`src/rtl/serial_add_pkg.sv`:
```
// Shared types and constants for the bit-serial add/subtract controller.
package serial_add_pkg;

    localparam int unsigned DEF_WIDTH = 8;

    typedef enum logic [1:0] {
        S_IDLE  = 2'd0,
        S_SHIFT = 2'd1,
        S_FIN   = 2'd2
    } state_t;

endpackage

```
`src/rtl/full_adder_bit.sv`:
```
// Single-bit full adder cell; the only arithmetic element of the serial unit.
module full_adder_bit (
    input  logic A,
    input  logic B,
    input  logic CIN,
    output logic S,
    output logic COUT
);

    // Sum and carry of one bit position.
    always_comb begin
        S    = A ^ B ^ CIN;
        COUT = (A & B) | (CIN & (A ^ B));
    end

endmodule

```
`src/rtl/serial_add_ctrl.sv`:
```
// Bit-serial WIDTH-bit adder/subtractor: one full-adder cell, one bit per clock,
// LSB first, START/READY handshake in, one-cycle DONE pulse out.
module serial_add_ctrl
    import serial_add_pkg::*;
#(
    parameter int unsigned WIDTH = DEF_WIDTH
) (
    input  logic             CLK,
    input  logic             RST,
    input  logic             START,
    input  logic [WIDTH-1:0] A_IN,
    input  logic [WIDTH-1:0] B_IN,
    input  logic             CIN,
    input  logic             SUB,
    output logic             READY,
    output logic             BUSY,
    output logic             DONE,
    output logic [WIDTH-1:0] SUM,
    output logic             COUT,
    output logic             OVF
);

    localparam int unsigned CW = $clog2(WIDTH) + 1;

    state_t           state;
    state_t           state_nx;
    logic [WIDTH-1:0] opa;
    logic [WIDTH-1:0] opb;
    logic [WIDTH-1:0] res;
    logic             carry;
    logic [CW-1:0]    bitcnt;
    logic             accept;
    logic             last_bit;
    logic             fa_s;
    logic             fa_co;

    full_adder_bit u_fa (
        .A    (opa[0]),
        .B    (opb[0]),
        .CIN  (carry),
        .S    (fa_s),
        .COUT (fa_co)
    );

    assign last_bit = (bitcnt == CW'(WIDTH - 1));

    // Next-state decode and handshake outputs.
    always_comb begin
        state_nx = state;
        READY    = 1'b0;
        BUSY     = 1'b0;
        DONE     = 1'b0;
        accept   = 1'b0;
        case (state)
            S_IDLE: begin
                READY = 1'b1;
                if (START) begin
                    accept   = 1'b1;
                    state_nx = S_SHIFT;
                end
            end
            S_SHIFT: begin
                BUSY = 1'b1;
                if (last_bit) begin
                    state_nx = S_FIN;
                end
            end
            S_FIN: begin
                DONE  = 1'b1;
                READY = 1'b1;
                if (START) begin
                    accept   = 1'b1;
                    state_nx = S_SHIFT;
                end else begin
                    state_nx = S_IDLE;
                end
            end
            default: state_nx = S_IDLE;
        endcase
    end

    // State register.
    always_ff @(posedge CLK or posedge RST) begin
        if (RST) begin
            state <= S_IDLE;
        end else begin
            state <= state_nx;
        end
    end

    // Operand shift registers, carry flop and bit counter.
    always_ff @(posedge CLK or posedge RST) begin
        if (RST) begin
            opa    <= '0;
            opb    <= '0;
            res    <= '0;
            carry  <= 1'b0;
            bitcnt <= '0;
        end else if (accept) begin
            // Subtract as A + ~B + 1; CIN is ignored for SUB.
            opa    <= A_IN;
            opb    <= SUB ? ~B_IN : B_IN;
            carry  <= SUB | CIN;
            bitcnt <= '0;
        end else if (state == S_SHIFT) begin
            res    <= {fa_s, res[WIDTH-1:1]};
            opa    <= opa >> 1;
            opb    <= opb >> 1;
            carry  <= fa_co;
            bitcnt <= bitcnt + CW'(1);
        end
    end

    // Result registers, loaded only on the edge that enters FIN.
    always_ff @(posedge CLK or posedge RST) begin
        if (RST) begin
            SUM  <= '0;
            COUT <= 1'b0;
            OVF  <= 1'b0;
        end else if (state == S_SHIFT && last_bit) begin
            // carry here is the carry into the MSB, so no separate cmsb flop is kept.
            SUM  <= {fa_s, res[WIDTH-1:1]};
            COUT <= fa_co;
            OVF  <= fa_co ^ carry;
        end
    end

endmodule
```
`config.mk`:
```
export PLATFORM = sky130hd
export DESIGN_NAME = serial_add_ctrl
export DESIGN_NICKNAME = d
export VERILOG_FILES = /design/src/rtl/serial_add_pkg.sv /design/src/rtl/full_adder_bit.sv /design/src/rtl/serial_add_ctrl.sv
export SDC_FILE = /design/constraint.sdc
export NUM_CORES = 1
export LEC_CHECK = 0
export BUFFER_PORTS_ARGS = -buffer_cell sky130_fd_sc_hd__buf_4
export CAP_MARGIN = 20
export CORE_ASPECT_RATIO = 2
export CORE_MARGIN = 1.5
export CORE_UTILIZATION = 45
export DETAILED_ROUTE_END_ITERATION = 7
export GPL_TIMING_DRIVEN = 0
export PLACE_DENSITY_LB_ADDON = 0.2
export SETUP_SLACK_MARGIN = 0.5
export SYNTH_ARGS = -nofsm -noshare
export SYNTH_HDL_FRONTEND = slang
export SYNTH_HIERARCHICAL = 1
export SYNTH_SLANG_ARGS = --single-unit
```
`constraint.sdc`:
```
create_clock -name CLK -period 1.6 [get_ports CLK]
set_input_delay 0.08 -clock CLK [delete_from_list [all_inputs] [get_ports CLK]]
set_output_delay 0.08 -clock CLK [all_outputs]
set_load 0.005 [all_outputs]
```
Word level (Yosys, flattened, before mapping)
Index checks and enable logic that the tools add are counted.
{"block": "op_classes", "n_addsub": 1, "n_mul": 0, "div": 0, "order_cmp": 0, "n_eq_ne": 5, "n_shift": 0, "n_mux": 18, "bitwise_logic": 9, "reduce_logical": 6}
{"op": "8-bit 2-to-1 mux", "n": 5}
{"op": "1-bit 2-to-1 mux", "n": 8}
{"op": "4-bit 2-to-1 mux", "n": 2}
{"op": "8-bit inverter", "n": 1}
{"op": "2-bit case mux with 3 select lines", "n": 1}
{"op": "4-bit by 1-bit adder with 4-bit output, second input constant", "n": 1}
{"op": "4-bit by 3-bit equality test with 1-bit output, second input constant", "n": 1}
{"op": "2-bit 2-to-1 mux", "n": 2}
{"op": "2-bit inequality test, second input constant", "n": 2}
{"op": "2-bit AND reduction", "n": 2}
{"op": "1-bit XOR", "n": 3}
{"op": "1-bit bitwise AND", "n": 2}
{"op": "2-bit by 1-bit equality test with 1-bit output, second input constant", "n": 1}
{"op": "2-bit equality test, second input constant", "n": 1}
{"op": "2-bit logical NOT", "n": 1}
{"op": "1-bit bitwise OR", "n": 2}
{"op": "2-bit nonzero test", "n": 1}
{"op": "2-bit OR reduction", "n": 1}
{"op": "1-bit logical AND", "n": 1}
{"op": "1-bit inverter", "n": 1}
{"block": "totals", "reg_bits": 41, "latch_bits": 0, "ram_bits": 0, "rom_bits": 0, "in_bits": 21, "out_inout_bits": 13, "elab_cells": 48, "memories": 0}

Depth between registers and ports, before layout
Gate-level depths: netlist of run 1.
{"block": "logic_depth", "depth_word": 5, "depth_mapped": 5, "ltp_nobuf": 4}

Hierarchy
The synthesis of run 1 kept the hierarchy.
{"mod": "serial_add_ctrl", "instances": 1, "cells_per_inst": 139, "area_per_inst_um2": 1767.9, "seq_area_each_um2": 1001.0}
{"mod": "full_adder_bit", "instances": 1, "cells_per_inst": 1, "area_per_inst_um2": 20.0, "seq_area_each_um2": 0.0}

Least setup slack after synthesis of run 1
No wires, ideal clock.
{"block": "synth_timing", "kind": "reg2reg", "start": "reg bitcnt[0]", "end": "reg COUT", "arrival_ps": 1259, "required_time_ps": 1475, "setup_slack_ps": 217, "stages_incl_launch_ff": 6, "synth_period_minus_slack_ps": 1383, "path_cell_list": "dfrtp_1 -> ha_1 -> nand2_1 -> nor4_4 -> buf_6 -> mux2_2"}
{"block": "synth_between", "elab_chain_cells": 2}
{"item": "from (decl)", "line_no": "serial_add_ctrl.sv:31", "rtl": "logic [CW-1:0] bitcnt;"}
{"item": "from (signal assigned)", "line_no": "serial_add_ctrl.sv:110", "rtl": "bitcnt <= bitcnt + CW'(1);"}
{"item": "4-bit by 3-bit equality test with 1-bit output", "line_no": "serial_add_ctrl.sv:45", "rtl": "assign last_bit = (bitcnt == CW'(WIDTH - 1));"}
{"item": "1-bit logical AND", "line_no": "serial_add_ctrl.sv:120", "rtl": "end else if (state == S_SHIFT && last_bit) begin"}
{"item": "to (signal assigned)", "line_no": "serial_add_ctrl.sv:123", "rtl": "COUT <= fa_co;"}
{"item": "to (decl)", "line_no": "serial_add_ctrl.sv:19", "rtl": "output logic COUT,"}
Every way passes these cells.
A chain may end at the register's enable or synchronous reset.

Worst setup path after layout of run 1
{"block": "layout_timing", "start": "reg bitcnt[0]", "end": "reg SUM[7]"}
{"block": "layout_between", "elab_chain_cells": 2}
{"item": "4-bit by 3-bit equality test with 1-bit output", "line_no": "serial_add_ctrl.sv:45"}
{"item": "1-bit logical AND", "line_no": "serial_add_ctrl.sv:120"}
{"item": "to (signal assigned)", "line_no": "serial_add_ctrl.sv:122", "rtl": "SUM <= {fa_s, res[WIDTH-1:1]};"}
{"item": "to (decl)", "line_no": "serial_add_ctrl.sv:18", "rtl": "output logic [WIDTH-1:0] SUM,"}
Every way passes these cells.

==> flow_summary_export.csv, run 1 <==
group,metric,value,unit
status,run_status,"finished, violations left",
status,failed_checks,"hold timing",
detailed_routing,total_wirelength,3.97,mm
logic_synthesis,flip_flop_and_latch_count_after_synthesis,40,
die,die_h,92.1,um
pwr,total_power,5.21,mW
grt,grt.total_usage,20.2,%
grt,global_route_wire_length_before_repair,6.31,mm
die,floorplan.core_area,3840,um2
pwr,power.static_leakage,1.33,nW
clock_network,tritoncts_clock_tree,"yes",
logic_synthesis,syn_warnings,6,
critical_path,timing.reg2reg.setup_slack,0.05,ns
grt,globalRouteOverflowTotal,0,
logic_synthesis,synth_cell_type_count,27,
critical_path,r2r_cells,5,
pwr,power_density,1960,nW/um2
critical_path,timing.setup.critical_path_class,"flip-flop to flip-flop",
detailed_routing,post_drt_wl_per_cell,15.4,um
run,number_of_max_cap_violations,0,
cells_and_area,drive_above_1_share,50.5,%
logic_synthesis,synth_fp_nets,163,
timing,worst_rel_slew_slack,44.8,%
timing,rsz0062_at_grt,"yes",
cells_and_area,final_nets,228,
timing,clock_skew,0.0152,ns
detailed_routing,final_antenna_net_count,0,
die,pin_count,34,
die,fp.dieArea,4380,um2
critical_path,cp-end-kind,"flip-flop",
clock_network,tritoncts.num_buffers,5,
grt,number_of_global_route_vias_before_repair,1360,
clock_network,cts_max_path_buffers,2,
cells_and_area,num_antenna_cells,0,
clock_network,clock_latency_on_the_worst_skew_pair,0.30,ns
die,start_util,46.5,%
die,die_w,47.6,um
timing,fin_setup_tns,0,ns
hold_path,timing.hold.worst.class,"input pin to asynchronous set/reset pin",
clock_network,cts.root.buffer_cell,"sky130_fd_sc_hd__clkbuf_8",
detailed_routing,drt_iter0_drc,14,
timing,hold_viol_final,40,
detailed_routing,detailedRoute.firstPassIterationCount,4,
cells_and_area,post_layout_instance_area,2660,um2
detailed_routing,drc,0,
pwr,ir_drop,0.00105,V
logic_synthesis,post_synth_instance_area,1790,um2
cells_and_area,num-fill-cells,294,
cells_and_area,area_growth_syn_to_layout,48.6,%
timing,timing_max_transition_violations_final,0,
grt,maximum_number_of_pins_on_one_net_before_global_route_repair,41,
detailed_routing,vias_per_cell,4.97,
logic_synthesis,synthCells,140,
clock_network,worst_setup_hold_path_clk_slew,0.09,ns
critical_path,timing.critical_path.required,1.77,ns
placed_design,gpl.final_weighted_congestion,0.700,
timing,whs,-0.0563,ns
logic_synthesis,proportion_of_synthesized_chip_area_in_sequential_cells,56.0,%
detailed_routing,num_vias,1277,
placed_design,dpl_cell_area,2140,um2
logic_synthesis,synth_area_per_cell,12.8,um2
critical_path,timing.critical_path.fanout_max,10,
critical_path,worstSetupStartpointType,"flip-flop",
timing,max_freq,0.645,GHz
timing,number_of_failing_setup_endpoints_in_the_final_timing_report,0,
clock_network,cts_max_level,2,
die,placementRows,32,
timing,final_min_period_over_clock_period,96.9,%
timing,layout_min_cycle_time,1.55,ns
critical_path,critical_path.reg2reg.endpoint,"SUM[7]$_DFFE_PP0P_",
critical_path,worstReg2RegStart,"bitcnt[0]$_DFFE_PP0P_",
clock_network,cts_sinks,40,
cells_and_area,share_of_the_core_filled_with_cells,69.1,%
critical_path,worst_ep_arrival_time,1.72,ns
placed_design,port_buffers,32,
placed_design,dpl.hpwl,2.47,mm
grt,grt_antenna_before_repair,0,
timing,max_slew.worst_pin.slew,0.826,ns
[synthesized netlist by cell type, drive strengths merged]
| cell | instances | area share (%) |
|---|---|---|
| nand3b | 1 | 0.42 |
| nand2b | 1 | 0.35 |
| nor2b | 3 | 1.2 |
| nand2 | 15 | 3.1 |
| a22o | 6 | 2.9 |
| clkbuf | 3 | 0.63 |
| mux2 | 18 | 11 |
| dfrtp | 40 | 56 |
| a221o | 1 | 0.56 |
| fa | 1 | 1.1 |
| xor2 | 10 | 4.9 |
| ha | 1 | 0.70 |
| a21o | 4 | 1.7 |
| a21oi | 1 | 0.28 |
| buf | 5 | 2.6 |
| nand4 | 1 | 0.35 |
| o21ai | 11 | 3.1 |
| nor4 | 1 | 1.2 |
| nor2 | 4 | 0.98 |
| mux2i | 11 | 6.2 |
| inv | 2 | 0.42 |
[layout make-up]
cell class	instances	area [um2]	area share [%]
flip-flops and latches	40	1000	37.7
repair buffers	58	539	20.3
clock inverters	3	42.5	1.60
clock buffers	5	68.8	2.59
multi-input cells	90	810	30.5
plain buffers	8	123	4.62
well taps	51	63.8	2.40
inverters	2	7.51	0.283
[logic make-up after synthesis]
group / synth area share [%]
simple gates: 7.63
mux: 17.5
compound gates: 8.54
xor+xnor: 4.90
fa+ha+maj: 1.82
buf+inv: 3.64
flops: 56.0
[stage by stage]
step           setup WS, ns  std cells
2_1_floorplan         0.226        140
3_3_place_gp          0.136        223
3_5_place_dp          0.114        223
4_1_cts               0.135        253
5_1_grt            -0.00530        257
6_report             0.0499        257
[state kept, by name, summed over array words and instances (netlist names), 2 cells and up]
signal / count
SUM: 8
bitcnt: 4
opa: 8
opb: 8
res: 7
state: 2
[worst max-delay path by stage]
stage,from,slack [ns],cells past startpoint,endpoint
final,bitcnt[0]$_DFFE_PP0P_,0.05,5,SUM[7]$_DFFE_PP0P_
after global routing,bitcnt[0]$_DFFE_PP0P_,-0.005,5,SUM[7]$_DFFE_PP0P_
after CTS,bitcnt[0]$_DFFE_PP0P_,0.13,5,SUM[5]$_DFFE_PP0P_
after detailed placement,bitcnt[0]$_DFFE_PP0P_,0.11,5,COUT$_DFFE_PP0P_
after global placement,RST,0.14,2,bitcnt[0]$_DFFE_PP0P_
after floorplan,bitcnt[0]$_DFFE_PP0P_,0.23,5,COUT$_DFFE_PP0P_
[power breakdown]
part	internal, mW	switching [mW]	total [mW]
clock network	0.462	0.371	0.833
logic	1.65	0.929	2.58
registers	1.47	0.329	1.80
[cell usage in the layout, fill, tap and decap left out, drive strengths merged]
cell,n
a21o,4
a21oi,1
a221o,1
a22o,6
buf,60
bufinv,1
clkbuf,8
clkinv,1
clkinvlp,1
dfrtp,40
dlygate4sd3,3
fa,1
ha,1
inv,2
mux2,18
mux2i,11
nand2,15
nand2b,1
nand3b,1
nand4,1
nor2,4
nor2b,3
nor4,1
o21ai,11
xor2,10
[critical path, cell delays in order (launching register included)]
cell                      delay [ns]
sky130_fd_sc_hd__dfrtp_1        0.40
sky130_fd_sc_hd__ha_2           0.21
sky130_fd_sc_hd__nand2_2        0.08
sky130_fd_sc_hd__nor4_4         0.19
sky130_fd_sc_hd__buf_6          0.20
sky130_fd_sc_hd__mux2_2         0.34
[repair_timing]
item | 4_1_cts | 5_1_grt
hold buffers | 3 | 0
cloned | 2 | 1
hold endpoints to repair | 43 | 0
endpoints found under the setup margin | 40 | 42
pin swaps | 3 | 11
setup buffers | 17 | 3
resized for setup | 27 | 16
[layer usage]
layer	wire, um	share of wire (%)	GRT usage, %
met5	0	0	0
met4	59	1.5	6.76
met3	126	3.2	5.31
met2	2360	60	35.1
met1	1420	36	22.2
No activity file was read; power rests on OpenSTA's default activity.
==> run 2: changes to the inputs <==
--- a/config.mk
+++ b/config.mk
@@ -6,5 +6,4 @@
 export NUM_CORES = 1
 export LEC_CHECK = 0
-export BUFFER_PORTS_ARGS = -buffer_cell sky130_fd_sc_hd__buf_4
 export CAP_MARGIN = 20
 export CORE_ASPECT_RATIO = 2
@@ -12,4 +11,5 @@
 export CORE_UTILIZATION = 45
 export DETAILED_ROUTE_END_ITERATION = 7
+export DONT_BUFFER_PORTS = 1
 export GPL_TIMING_DRIVEN = 0
 export PLACE_DENSITY_LB_ADDON = 0.2
==> constraint.sdc (replaced) <==
create_clock -name CLK -period 1.6 [get_ports CLK]
set_input_delay 0 -clock CLK [delete_from_list [all_inputs] [get_ports CLK]]
set_output_delay 0 -clock CLK [all_outputs]
set_load 0.005 [all_outputs]
==> run 2 against run 1 <==
Effect of this change: routed wire length decreased by 3.9%; sequential power about the same; final cell count decreased by 7.0%; power decreased by 9.7%; sequential share of layout area increased by 2.7 points; maximum frequency increased by 0.90%; first-iteration DRC count decreased by 43%; the run now ends clean.
==> flow_summary_export.csv, run 2 (synthesized netlist as in run 1, its figures left out) <==
group,metric,value,unit
grt,grt.met1_usage,18.4,%
timing,hold_viol_final,0,
critical_path,r2r_cells,5,
cells_and_area,most_common_cell_after_layout_fill_and_taps_aside,"sky130_fd_sc_hd__dfrtp_1",
detailed_routing,post_drt_wl_per_cell,16.0,um
grt,global_route.usage.met3,4.33,%
placed_design,port_buffers,0,
critical_path,worstReg2RegStart,"bitcnt[1]$_DFFE_PP0P_",
cells_and_area,post_layout_instance_area,2480,um2
detailed_routing,final_antenna_net_count,0,
die,die_w,47.6,um
cells_and_area,layout.cells.non_filler,239,
critical_path,cp-end-kind,"flip-flop",
timing,max_freq,0.651,GHz
hold_path,hold-path-endpoint,"opb[0]$_DFFE_PP0P_",
clock_network,cts_max_level,2,
grt,maximum_number_of_pins_on_one_net_before_global_route_repair,41,
cells_and_area,num-fill-cells,312,
clock_network,cts_sinks,40,
cells_and_area,drive_above_1_share,34.6,%
clock_network,tritoncts.num_buffers,5,
detailed_routing,num_vias,1204,
timing,fin_setup_tns,0,ns
clock_network,clock_latency_on_the_worst_skew_pair,0.29,ns
timing,whs,0.189,ns
placed_design,dpl.hpwl,2.38,mm
placed_design,placed_cells_incl_taps,191,
pwr,total_power,4.71,mW
cells_and_area,multi_input_combinational_cell_area,803,um2
run,number_of_max_cap_violations,0,
pwr,power.static_leakage,1.21,nW
grt,global_route.usage.met2,32.7,%
critical_path,timing.critical_path.fanout_max,5,
timing,final_min_period_over_clock_period,96.0,%
timing,clock_skew,0.0108,ns
die,pin_count,34,
critical_path,worst_ep_arrival_time,1.71,ns
cells_and_area,most-common-layout-cells,"39 x sky130_fd_sc_hd__dfrtp_1, 19 x sky130_fd_sc_hd__dlygate4sd3_1, 15 x sky130_fd_sc_hd__buf_4, 14 x sky130_fd_sc_hd__nand2_1, 14 x sky130_fd_sc_hd__mux2_4",
timing,worst_rel_slew_slack,45.9,%
cells_and_area,top_regs,"SUM (8), opa (8), opb (8)",
timing,timing_max_transition_violations_final,0,
cells_and_area,area_growth_syn_to_layout,38.7,%
critical_path,timing.setup.critical_path_class,"flip-flop to flip-flop",
clock_network,worst_setup_hold_path_clk_slew,0.07,ns
grt,global_route_wire_length_before_repair,5.62,mm
timing,max_slew.worst_pin.slew,0.810,ns
pwr,power_density,1900,nW/um2
placed_design,gpl.final_weighted_congestion,0.705,
grt,grt_antenna_before_repair,0,
detailed_routing,drt_iter0_drc,8,
critical_path,timing.critical_path.required,1.77,ns
critical_path,critical_path.reg2reg.endpoint,"SUM[3]$_DFFE_PP0P_",
die,start_util,46.5,%
placed_design,dpl_cell_area,1900,um2
detailed_routing,drc,0,
hold_path,worst_hold_path_depth,4,
pwr,ir_drop,0.00114,V
critical_path,timing.reg2reg.setup_slack,0.06,ns
critical_path,worstSetupStartpointType,"flip-flop",
timing,number_of_failing_setup_endpoints_in_the_final_timing_report,0,
cells_and_area,final-seq-area,1000,um2
grt,grt-busiest-layer,"met2",
die,die_h,92.1,um
hold_path,timing.hold.worst.class,"input pin to flip-flop",
status,run_status,"completed",
cells_and_area,final_nets,210,
cells_and_area,num_antenna_cells,0,
detailed_routing,detailedRoute.firstPassIterationCount,4,
die,floorplan.core_area,3840,um2
grt,globalRouteOverflowTotal,0,
die,fp.dieArea,4380,um2
grt,number_of_global_route_vias_before_repair,1248,
hold_path,hold_path_startpoint,"START",
timing,layout_min_cycle_time,1.54,ns
clock_network,cts.root.buffer_cell,"sky130_fd_sc_hd__clkbuf_8",
clock_network,cts_max_path_buffers,2,
die,placementRows,32,
detailed_routing,total_wirelength,3.82,mm
grt,grt.total_usage,18.0,%
critical_path,critPathLaunch,"bitcnt[1]$_DFFE_PP0P_",
detailed_routing,vias_per_cell,5.04,
clock_network,tritoncts_clock_tree,"yes",
timing,rsz0062_at_grt,"yes",
## run 2: cell count changes in the layout (fill, tap and decap cells not counted), sizes merged
cell	delta
clkinvlp	-1
buf	-36
bufinv	-1
clkbuf	+3
clkinv	+1
dlygate4sd3	+16
## run 2: cell type report
cell class / count / area share (%)
Tap cell: 51 / 2.57
Multi-Input combinational cell: 90 / 32.4
Clock buffer: 6 / 3.33
Sequential cell: 40 / 40.4
Buffer: 8 / 4.19
Timing Repair Buffer: 40 / 16.4
Clock inverter: 2 / 0.404
Inverter: 2 / 0.303
## run 2: worst max-delay path by stage
stage	end	slack, ns	cells past startpoint
after floorplan	COUT$_DFFE_PP0P_	0.23	5
after global placement	SUM[1]$_DFFE_PP0P_	0.15	4
after detailed placement	SUM[4]$_DFFE_PP0P_	0.10	5
after CTS	SUM[3]$_DFFE_PP0P_	0.10	5
after global routing	OVF$_DFFE_PP0P_	0.01	5
final	SUM[3]$_DFFE_PP0P_	0.06	5
## run 2: repair_timing
action                                  CTS  global route
gates cloned                              1             2
resized for setup                         9            18
pin swaps                                 0             6
endpoints found under the hold margin    58             0
hold buffers                             19             0
buffers inserted                          7            11
endpoints found under the setup margin   39            41
## run 2: critical path: stages (launching register included)
cell                      delay, ns
sky130_fd_sc_hd__dfrtp_1       0.36
sky130_fd_sc_hd__ha_2          0.20
sky130_fd_sc_hd__nand2_2       0.07
sky130_fd_sc_hd__nor4_4        0.24
sky130_fd_sc_hd__buf_4         0.21
sky130_fd_sc_hd__mux2_2        0.34
## run 2: where the power goes
part	switching (mW)	internal [mW]	leakage [nW]
Sequential	0.347	1.47	0.499
Clock	0.335	0.344	0.0510
Combinational	0.815	1.39	0.661
Total	1.50	3.21	1.21
## run 2: per-stage QoR
step                      worst slack (ns)  util, %
final                               0.0637     64.5
after global routing                0.0112     64.5
after CTS                            0.104     59.6
after detailed placement             0.103     49.5
after global placement               0.148     49.5
after floorplan                      0.226        -
## run 2: per-layer routing
layer  share of wire [%]  up-vias
met5                   0        -
met4                 1.4        0
met3                 2.9        6
met2                  59       27
met1                  36      599
li1                    -      572
